--- src/rtl/hazard_ctrl.sv ---
// -----------------------------------------------------------------------------
// hazard_ctrl
//   Hazard detection and forwarding control for a 5-stage in-order pipeline.
//   The block keeps its own copy of the control fields of the EX, MEM and WB
//   stages. From that copy it derives the load-use stall, the branch flush and
//   the EX operand forward selects. All state changes on the falling clock
//   edge, which is the same edge the pipeline registers use.
//
//   Optional feature: define HAZARD_CTRL_PERF_EN to build saturating
//   performance counters. When the macro is not defined, no counter registers
//   exist and the perf_* outputs are tied to zero.
//
// Ports
//   clk, rst                      clock (falling-edge state), async active-high reset
//   id_valid                      ID stage holds a real instruction
//   id_rs_addr, id_rt_addr        ID source register addresses
//   id_uses_rs, id_uses_rt        ID instruction reads rs / rt
//   id_dst_addr                   ID destination register (after reg_dst mux)
//   id_reg_write, id_mem_to_reg   ID control bits
//   ex_branch_taken               branch resolved taken in EX this cycle
//   stall_f, stall_d              hold the PC and the IF/ID register
//   flush_d, flush_e              invalidate IF/ID and ID/EX at the next edge
//   fwd_a, fwd_b                  EX operand source: 00 regfile, 01 WB, 10 MEM
//   ex_valid, mem_valid, wb_valid per-stage valid bits
//   perf_retired/stalls/flushes   performance counters
// -----------------------------------------------------------------------------
module hazard_ctrl #(
    parameter int REG_ADDR_W  = 5,
    parameter int CNT_W       = 32,
    parameter int ZERO_REG_EN = 1
) (
    input  logic                  clk,
    input  logic                  rst,
    input  logic                  id_valid,
    input  logic [REG_ADDR_W-1:0] id_rs_addr,
    input  logic [REG_ADDR_W-1:0] id_rt_addr,
    input  logic                  id_uses_rs,
    input  logic                  id_uses_rt,
    input  logic [REG_ADDR_W-1:0] id_dst_addr,
    input  logic                  id_reg_write,
    input  logic                  id_mem_to_reg,
    input  logic                  ex_branch_taken,
    output logic                  stall_f,
    output logic                  stall_d,
    output logic                  flush_d,
    output logic                  flush_e,
    output logic [1:0]            fwd_a,
    output logic [1:0]            fwd_b,
    output logic                  ex_valid,
    output logic                  mem_valid,
    output logic                  wb_valid,
    output logic [CNT_W-1:0]      perf_retired,
    output logic [CNT_W-1:0]      perf_stalls,
    output logic [CNT_W-1:0]      perf_flushes
);

    // EX stage copy
    logic                  e_valid_q, e_valid_d;
    logic                  e_rw_q;
    logic                  e_m2r_q;
    logic [REG_ADDR_W-1:0] e_dst_q;
    logic [REG_ADDR_W-1:0] e_rs_q;
    logic [REG_ADDR_W-1:0] e_rt_q;
    // MEM stage copy
    logic                  m_valid_q;
    logic                  m_rw_q;
    logic                  m_m2r_q;
    logic [REG_ADDR_W-1:0] m_dst_q;
    // WB stage copy
    logic                  w_valid_q;
    logic                  w_rw_q;
    logic                  w_m2r_q;
    logic [REG_ADDR_W-1:0] w_dst_q;

    logic load_use;

    // An address can carry a dependency unless it is the hardwired zero register.
    function automatic logic addr_live(input logic [REG_ADDR_W-1:0] a);
        return (ZERO_REG_EN == 0) || (a != '0);
    endfunction

    // MEM is the younger producer, so it wins over WB.
    function automatic logic [1:0] fwd_sel(
        input logic [REG_ADDR_W-1:0] src,
        input logic                  mv,
        input logic                  mrw,
        input logic [REG_ADDR_W-1:0] mdst,
        input logic                  wv,
        input logic                  wrw,
        input logic [REG_ADDR_W-1:0] wdst
    );
        if (mv && mrw && (mdst == src) && addr_live(mdst)) begin
            return 2'b10;
        end else if (wv && wrw && (wdst == src) && addr_live(wdst)) begin
            return 2'b01;
        end
        return 2'b00;
    endfunction

    always_comb begin
        load_use = 1'b0;
        stall_f  = 1'b0;
        stall_d  = 1'b0;
        flush_d  = 1'b0;
        flush_e  = 1'b0;
        fwd_a    = 2'b00;
        fwd_b    = 2'b00;

        load_use = id_valid && e_valid_q && e_rw_q && e_m2r_q && addr_live(e_dst_q) &&
                   ((id_uses_rs && (id_rs_addr == e_dst_q)) ||
                    (id_uses_rt && (id_rt_addr == e_dst_q)));

        // Outputs are forced low while reset is held, including the flush that
        // would otherwise follow ex_branch_taken straight through. A taken
        // branch discards the stalled instruction, so it cancels the stall.
        if (!rst) begin
            flush_d = ex_branch_taken;
            flush_e = ex_branch_taken;
            stall_f = load_use && !ex_branch_taken;
            stall_d = load_use && !ex_branch_taken;
            if (e_valid_q) begin
                fwd_a = fwd_sel(e_rs_q, m_valid_q, m_rw_q, m_dst_q, w_valid_q, w_rw_q, w_dst_q);
                fwd_b = fwd_sel(e_rt_q, m_valid_q, m_rw_q, m_dst_q, w_valid_q, w_rw_q, w_dst_q);
            end
        end

        // A stall or a flush turns the instruction entering EX into a bubble.
        e_valid_d = id_valid && !stall_d && !flush_e;
    end

    assign ex_valid  = e_valid_q;
    assign mem_valid = m_valid_q;
    assign wb_valid  = w_valid_q;

    always_ff @(negedge clk or posedge rst) begin
        if (rst) begin
            e_valid_q <= 1'b0;
            e_rw_q    <= 1'b0;
            e_m2r_q   <= 1'b0;
            e_dst_q   <= '0;
            e_rs_q    <= '0;
            e_rt_q    <= '0;
            m_valid_q <= 1'b0;
            m_rw_q    <= 1'b0;
            m_m2r_q   <= 1'b0;
            m_dst_q   <= '0;
            w_valid_q <= 1'b0;
            w_rw_q    <= 1'b0;
            w_m2r_q   <= 1'b0;
            w_dst_q   <= '0;
        end else begin
            w_valid_q <= m_valid_q;
            w_rw_q    <= m_rw_q;
            w_m2r_q   <= m_m2r_q;
            w_dst_q   <= m_dst_q;
            m_valid_q <= e_valid_q;
            m_rw_q    <= e_rw_q;
            m_m2r_q   <= e_m2r_q;
            m_dst_q   <= e_dst_q;
            e_valid_q <= e_valid_d;
            e_rw_q    <= id_reg_write;
            e_m2r_q   <= id_mem_to_reg;
            e_dst_q   <= id_dst_addr;
            e_rs_q    <= id_rs_addr;
            e_rt_q    <= id_rt_addr;
        end
    end

`ifdef HAZARD_CTRL_PERF_EN
    logic [CNT_W-1:0] retired_q;
    logic [CNT_W-1:0] stalls_q;
    logic [CNT_W-1:0] flushes_q;

    // Counters stick at all-ones instead of wrapping.
    function automatic logic [CNT_W-1:0] sat_inc(input logic [CNT_W-1:0] c, input logic en);
        return (en && (c != '1)) ? c + CNT_W'(1) : c;
    endfunction

    always_ff @(negedge clk or posedge rst) begin
        if (rst) begin
            retired_q <= '0;
            stalls_q  <= '0;
            flushes_q <= '0;
        end else begin
            retired_q <= sat_inc(retired_q, w_valid_q);
            stalls_q  <= sat_inc(stalls_q, stall_d);
            flushes_q <= sat_inc(flushes_q, ex_branch_taken);
        end
    end

    assign perf_retired = retired_q;
    assign perf_stalls  = stalls_q;
    assign perf_flushes = flushes_q;
`else
    // The MEM/WB load flags only feed the counter build; fold them into a
    // signal that is otherwise unused so the default build carries no dangling state.
    logic perf_unused;
    assign perf_unused  = m_m2r_q ^ w_m2r_q;
    assign perf_retired = {CNT_W{perf_unused & 1'b0}};
    assign perf_stalls  = '0;
    assign perf_flushes = '0;
`endif

`ifdef HAZARD_CTRL_PERF_EN
    // The MEM/WB load flags are carried for completeness of the stage copies.
    logic perf_unused;
    assign perf_unused = m_m2r_q ^ w_m2r_q;
`endif

endmodule

--- config.mk ---
export PLATFORM = sky130hd
export DESIGN_NAME = hazard_ctrl
export DESIGN_NICKNAME = d
export VERILOG_FILES = /design/src/rtl/hazard_ctrl.sv
export SDC_FILE = /design/constraint.sdc
export NUM_CORES = 1
export LEC_CHECK = 0
export ABC_CLOCK_PERIOD_IN_PS = 3400
export CELL_PAD_IN_SITES_DETAIL_PLACEMENT = 0
export CELL_PAD_IN_SITES_GLOBAL_PLACEMENT = 1
export CORE_MARGIN = 2
export CORE_UTILIZATION = 28
export CTS_CLUSTER_DIAMETER = 150
export DETAILED_ROUTE_END_ITERATION = 8
export GPL_ROUTABILITY_DRIVEN = 1
export PLACE_DENSITY = 0.94
export SLEW_MARGIN = 20
export SYNTH_ARGS = -nofsm -noshare
export SYNTH_HDL_FRONTEND = slang
export SYNTH_SLANG_ARGS = --single-unit
export TNS_END_PERCENT = 30
--- constraint.sdc ---
create_clock -name clk -period 3.4 [get_ports clk]
set_input_delay 0.34 -clock clk [delete_from_list [all_inputs] [get_ports clk]]
set_output_delay 0.34 -clock clk [all_outputs]
set_load 0.05 [all_outputs]
### Word level (Yosys, flattened, before mapping)

Cells that the tools add are included.

* eq/ne operators: 6
* mux-type cells: 20
* reductions and logical operators: 27

Operators with widths (count)
* 5-bit == test: 6
* 1-bit logical AND: 20
* 2-bit 2-to-1 mux: 10
* 5-bit nonzero test: 3
* 1-bit 2-to-1 mux: 10
* 1-bit zero test: 3
* 1-bit logical OR: 1

* bits in registers: 32
* word-level logic and storage cells: 65

### Logic depth before layout (Yosys ltp)

Gate-level depths: netlist of run 1.

* word-level depth: 10
* depth in mapped cells: 5
* gate-level depth less buffers: 4

==> qor.yml, run 1 <==
placed_design:
  dpl_cell_area_sq_mm: 0.00234
  io_buffers: 33
  gp_congestion: 0.847
  dp_slack_ns: -0.269
  place_inst: 342
  dp.final_hpwl_mm: 2.92
logic_synthesis:
  synth_cells: 194
  netlist_top_cells_area: "dfrtn_1 40%, buf_4 37%, xnor2_1 8.7%, xor2_1 4.4%, or4_1 1.1%"
  yosysMostFrequentCell: "buf_4"
  netlist_area_sq_mm: 0.00200
  yosys.area.top_type: "dfrtn_1"
  synth.avg_cell_area_sq_um: 10.3
  ys_seq_area_share_pct: 40.0
  yosysTopAreaCellShare_pct: 40.0
  ys_top_cells_by_count: "98 x buf_4, 32 x dfrtn_1, 20 x xnor2_1"
  synthFlopType: "dfrtn_1"
  yosysUniqueCellTypes: 23
  ys_seq_elements: 32
  synth-edff-count: 0
  async_reset_ff_share_pct: 100
  yosysWarnings: 0
pwr:
  peakVddDrop_mv: 0.211
  power.density_mw_per_mm2: 436
  p_leak_nw: 1.15
  total_power_mw: 1.08
cells_and_area:
  diodes: 0
  area_delta_synth_final_pct: 23.0
  fillCellCount: 698
  stdcell_count: 350
  regArea_sq_um: 801
  multiInputGateArea_sq_um: 896
  drive_above_1_share_pct: 18.9
  final_area_sq_mm: 0.00246
  final_core_util_pct: 35.9
  final_nets: 276
detailed_routing:
  drt_wl_total_mm: 3.37
  wl_per_cell_um: 9.62
  ant_nets: 0
  drt-pass1-iter-count: 4
  dr.first_iter.drc_count: 16
  drcViolationCount: 0
  vias: 1138
  via_per_inst: 3.25
run_status:
  status: "finished, violations left"
  violations: "setup timing"
setup_path:
  arrival_ns: 3.57
  path_max_fanout: 2
  crit_type: "reg -> out"
  critical_path.endpoint_type: "output pin"
  startpoint_type: "flop"
  worstPathRequired_ns: 3.06
hold_path:
  hold_path_class: "reg -> reg"
global_route:
  grt_pass1_wl_mm: 4.94
  grt_max_degree: 25
  antenna_found_initial: 0
  grt.total_usage_pct: 8.39
  grt_pass1_vias: 1050
  gr-total-overflow: 0
timing:
  setup_slack_ns: -0.507
  maxSlewViolCount: 0
  tns_ns: -2.59
  hold_viol: 0
  fin_hold_ws_ns: 0.330
  setup_violations: 6
  rsz0062_at_grt: "yes"
  finClkSkew_ns: 0.00263
flow_run:
  drv_cap: 0
cts:
  cts_hold_buf: 0
  clk_pin_slew_ns: 0.04
  cts_tree: "built"
  htreeDepth: 2
  post_cts_buffers: 0
  clock-sinks: 32
  clk_path_buf_depth: 2
  clock_latency_ns: 0.29
  numCtsBuffers: 5
  root_buffer: "clkbuf_8"
die:
  row_count: 30
  die_area_sq_mm: 0.00785
  die_h_um: 88.6
  ios: 130
  initial_core_util_pct: 29.2
  core_sq_mm: 0.00687
  fp.dieW_um: 88.6
## path summary, 6_finish.rpt
path / from / end / slack, ns / cells past startpoint
worst min register to register: e_rw_q$_DFF_NP0_ / m_rw_q$_DFF_NP0_ / 0.33 / 0
worst max-delay path: m_dst_q[1]$_DFF_NP0_ / fwd_b[0] / -0.51 / 5
worst max register to register: e_dst_q[1]$_DFF_NP0_ / ex_valid$_DFF_NP0_ / 2.09 / 4
min in group asynchronous: rst / mem_valid$_DFF_NP0_ / 2.01 / 3
worst min-delay path: e_rw_q$_DFF_NP0_ / m_rw_q$_DFF_NP0_ / 0.33 / 0
max in group asynchronous: rst / e_rs_q[4]$_DFF_NP0_ / 1.07 / 3
## kinds of logic (layout without fill, tap and decap cells)
family                 after synthesis  after routing  share of synthesized area (%)
other                                1             96                          0.187
AND/OR/NAND/NOR                     27             27                           8.06
XOR/XNOR                            30             30                           13.1
AO/OA/AOI/OAI                        4              4                           1.56
flip-flops                          32             32                           40.0
buffers and inverters              100             65                           37.1
## state kept, by name (all words and copies together) (netlist names)
register	cells
e_rw_q	1
m_rw_q	1
e_rt_q	5
wb_valid	1
m_dst_q	5
e_dst_q	5
mem_valid	1
e_rs_q	5
ex_valid	1
e_m2r_q	1
w_rw_q	1
w_dst_q	5
## per-layer routing
metal	vias to the layer above	share of wire [%]	global-route usage [%]
met3	3	6.7	2.80
met5	-	0	0
met4	0	1.1	2.48
met1	532	36	9.51
li1	543	-	-
met2	60	56	15.0
## critical path, stage by stage, from the launching register on
cell      delay (ns)
dfrtn_1         0.35
or4_4           0.55
o211ai_4        0.24
nor4_4          0.10
nor3_4          0.18
buf_12          0.17
## cell usage in the layout, fill, tap and decap left out, drive strengths merged, types with 2 or more instances in the layout
master,instances
or4,3
xnor2,20
nor2b,2
nand3,4
nor3,5
conb,96
xor2,10
nand2,3
nor2,2
nand4,2
clkdlybuf4s50,24
buf,31
dfrtn,32
clkbuf,8
inv,2
nor4,2
## layout make-up
class,instances,share of cell area (%)
multi-input combinational,157,36.3
sequential,32,32.5
timing repair buffer,55,22.3
tap,96,4.87
clock buffer,8,3.65
inverter,2,0.305
## report_power, final
group          leakage (nW)  total [mW]  switching (mW)  internal, mW
logic                 0.733       0.366           0.292        0.0740
clock network        0.0455       0.287           0.123         0.165
registers             0.375       0.422          0.0178         0.405
## timing repair
item,4_1_cts,5_1_grt
endpoints found under the setup margin,6,6
resized for setup,6,1
pin swaps,3,1
No activity file was read; power rests on OpenSTA's default activity.
==> run 2: changes to the inputs <==
CORE_MARGIN = default   (was 2)
==> run 2 against run 1 <==
The flow still finishes with violations (setup timing). Sequential power about the same. Clock-buffer cell count unchanged. Global-route usage up 0.62 points. Power up 1.1%. Register-to-register slack about the same. Via count up 0.53%.
==> qor.yml, run 2 (same netlist as run 1, synthesis figures left out) <==
cells_and_area:
  drive_above_1_share_pct: 20.7  # +1.8 points
  layout_commonest_cell: "conb_1"
  final_nets: 278  # +0.72%
  area_delta_synth_final_pct: 24.7
  regArea_sq_um: 801  # unchanged
  stdcell_count: 352  # +0.57%
  multiInputGateArea_sq_um: 915  # +2.1%
  fillCellCount: 691  # -1.0%
  final_core_util_pct: 36.4  # +0.49 points
  final_cell_mix: "96 x conb_1, 32 x dfrtn_1, 25 x buf_4"
  diodes: 0  # unchanged
pwr:
  power.density_mw_per_mm2: 435  # -0.28%
  peakVddDrop_mv: 0.293  # +39%
  power.internal_mw: 0.645  # +0.34%
  power_frac_comb_pct: 33.9  # about the same
  p_sw_share_pct: 40.7  # +0.44 points
  p_sw_mw: 0.442  # +2.2%
  p_leak_nw: 1.17  # +1.1%
  total_power_mw: 1.09  # +1.1%
  seqPwrFrac_pct: 38.9  # -0.4 points
  p_clk_share_pct: 27.2  # +0.5 points
die:
  core_sq_mm: 0.00687  # unchanged
  die_h_um: 86.6  # -2.3%
  row_count: 30  # unchanged
  die_area_sq_mm: 0.00750  # -4.5%
  ios: 130  # unchanged
  initial_core_util_pct: 29.2  # unchanged
  fp.dieW_um: 86.6  # -2.3%
placed_design:
  dp.final_hpwl_mm: 2.86  # -2.3%
  gp_congestion: 0.786  # -7.2%
  dp_slack_ns: -0.253  # +0.0152 ns
  io_buffers: 33  # unchanged
  place_inst: 343  # +0.29%
hold_path:
  hold_path_class: "reg -> reg"
  min_from: "e_rw_q$_DFF_NP0_"
setup_path:
  crit_top_cell: "buf_4"
  slowest_delay_ns: 0.37  # -0.18 ns
  slowest_stage: "nor4_4"
  crit_path_start: "m_dst_q[2]$_DFF_NP0_"
  crit_type: "reg -> out"
  arrival_ns: 3.54  # -0.03 ns
  worstRegToRegCells: 4  # unchanged
  startpoint_type: "flop"
  r2r_start: "e_dst_q[1]$_DFF_NP0_"
  path_max_fanout: 3  # +1
  r2r_slack_ns: 2.09  # about the same
  crit_chain: "buf_4 > buf_4 > xor2_2 > nor4_4 > and3_4 > buf_8"
  crit_path_end: "fwd_b[1]"
  reg2reg_to: "ex_valid$_DFF_NP0_"
  critical_path.endpoint_type: "output pin"
  worstPathRequired_ns: 3.06  # about the same
detailed_routing:
  wl_per_cell_um: 9.39  # -2.3%
  drt-pass1-iter-count: 3  # -1
  vias: 1144  # +0.53%
  dr.first_iter.drc_count: 29  # +13
  via_per_inst: 3.25  # about the same
  ant_nets: 0  # unchanged
  drcViolationCount: 0  # unchanged
  drt_wl_total_mm: 3.31  # -1.8%
timing:
  setup_violations: 6  # unchanged
  maxSlewViolCount: 0  # unchanged
  finClkSkew_ns: 0.00344  # +0.000816 ns
  slew-limit-headroom_pct: 66.8
  tns_ns: -2.56  # +0.0300 ns
  rsz0062_at_grt: "yes"
  setup_slack_ns: -0.482  # +0.0258 ns
  hold_viol: 0  # unchanged
  worst_pin_slew_ns: 0.496
cts:
  clk_pin_slew_ns: 0.04  # about the same
  clk_path_buf_depth: 2  # unchanged
  cts_hold_buf: 0  # unchanged
  root_buffer: "clkbuf_8"
  clock-sinks: 32  # unchanged
  cts_tree: "built"
  clock_latency_ns: 0.29  # about the same
  numCtsBuffers: 5  # unchanged
  htreeDepth: 2  # unchanged
global_route:
  grt_pass1_vias: 1024  # -2.5%
  grt_pass1_wl_mm: 5.00  # +1.1%
  grt_max_degree: 25  # unchanged
  grt.total_usage_pct: 9.01  # +0.62 points
  gr-total-overflow: 0  # unchanged
  antenna_found_initial: 0  # unchanged
run_status:
  violations: "setup timing"
  status: "finished, violations left"
flow_run:
  drv_cap: 0  # unchanged
## run 2: what timing repair did
action / CTS / global route
pin swaps: 6 / 2
gates cloned: 0 / 0
buffers inserted: 1 / 0
resized for setup: 5 / 6
setup endpoints to repair: 6 / 6
## run 2: metrics by stage
| stage | hold slack (ns) | cell area (sq um) |
|---|---|---|
| after global placement | 0.319 | 2350 |
| after detailed placement | 0.335 | 2350 |
| final | 0.328 | 2500 |
| after CTS | 0.333 | 2470 |
| after floorplan | 0.314 | 2420 |
| after global routing | 0.337 | 2500 |
## run 2: critical path, delay by kind of cell (launching register included)
kind                   cells  cell delay [ns]
buffers and inverters      3             0.41
flip-flops                 1             0.34
AND/OR/NAND/NOR            2             0.62
XOR/XNOR                   1             0.18
## run 2: metal layers
metal | wire (um) | global-route usage, %
met1 | 1230 | 10.2
met2 | 1790 | 15.4
met3 | 231 | 3.24
met4 | 47 | 3.64
met5 | 0 | 0
## run 2: how the worst min path moves through the flow
| stage | endpoint | slack [ns] | depth (start not counted) |
|---|---|---|---|
| 3_3_place_gp | m_rw_q$_DFF_NP0_ | 0.32 | 0 |
| 4_1_cts | m_rw_q$_DFF_NP0_ | 0.33 | 0 |
| 2_1_floorplan | m_rw_q$_DFF_NP0_ | 0.31 | 0 |
| 3_5_place_dp | m_rw_q$_DFF_NP0_ | 0.33 | 0 |
| 5_1_grt | m_rw_q$_DFF_NP0_ | 0.34 | 0 |
| 6_report | m_rw_q$_DFF_NP0_ | 0.33 | 0 |
## run 2: layout make-up
class,count,share of cell area (%)
well taps,96,4.81
flip-flops and latches,32,32.0
inverters,2,0.300
clock buffers,8,3.61
repair buffers,57,22.6
multi-input cells,157,36.6
## run 2: power groups by stage
stage | combinational [mW] | sequential, mW | clock (mW)
after floorplan | 0.369 | 0.435 | 0
after global placement | 0.361 | 0.427 | 0
after detailed placement | 0.364 | 0.428 | 0
after CTS | 0.367 | 0.422 | 0.306
after global routing | 0.387 | 0.425 | 0.321
final | 0.369 | 0.423 | 0.296
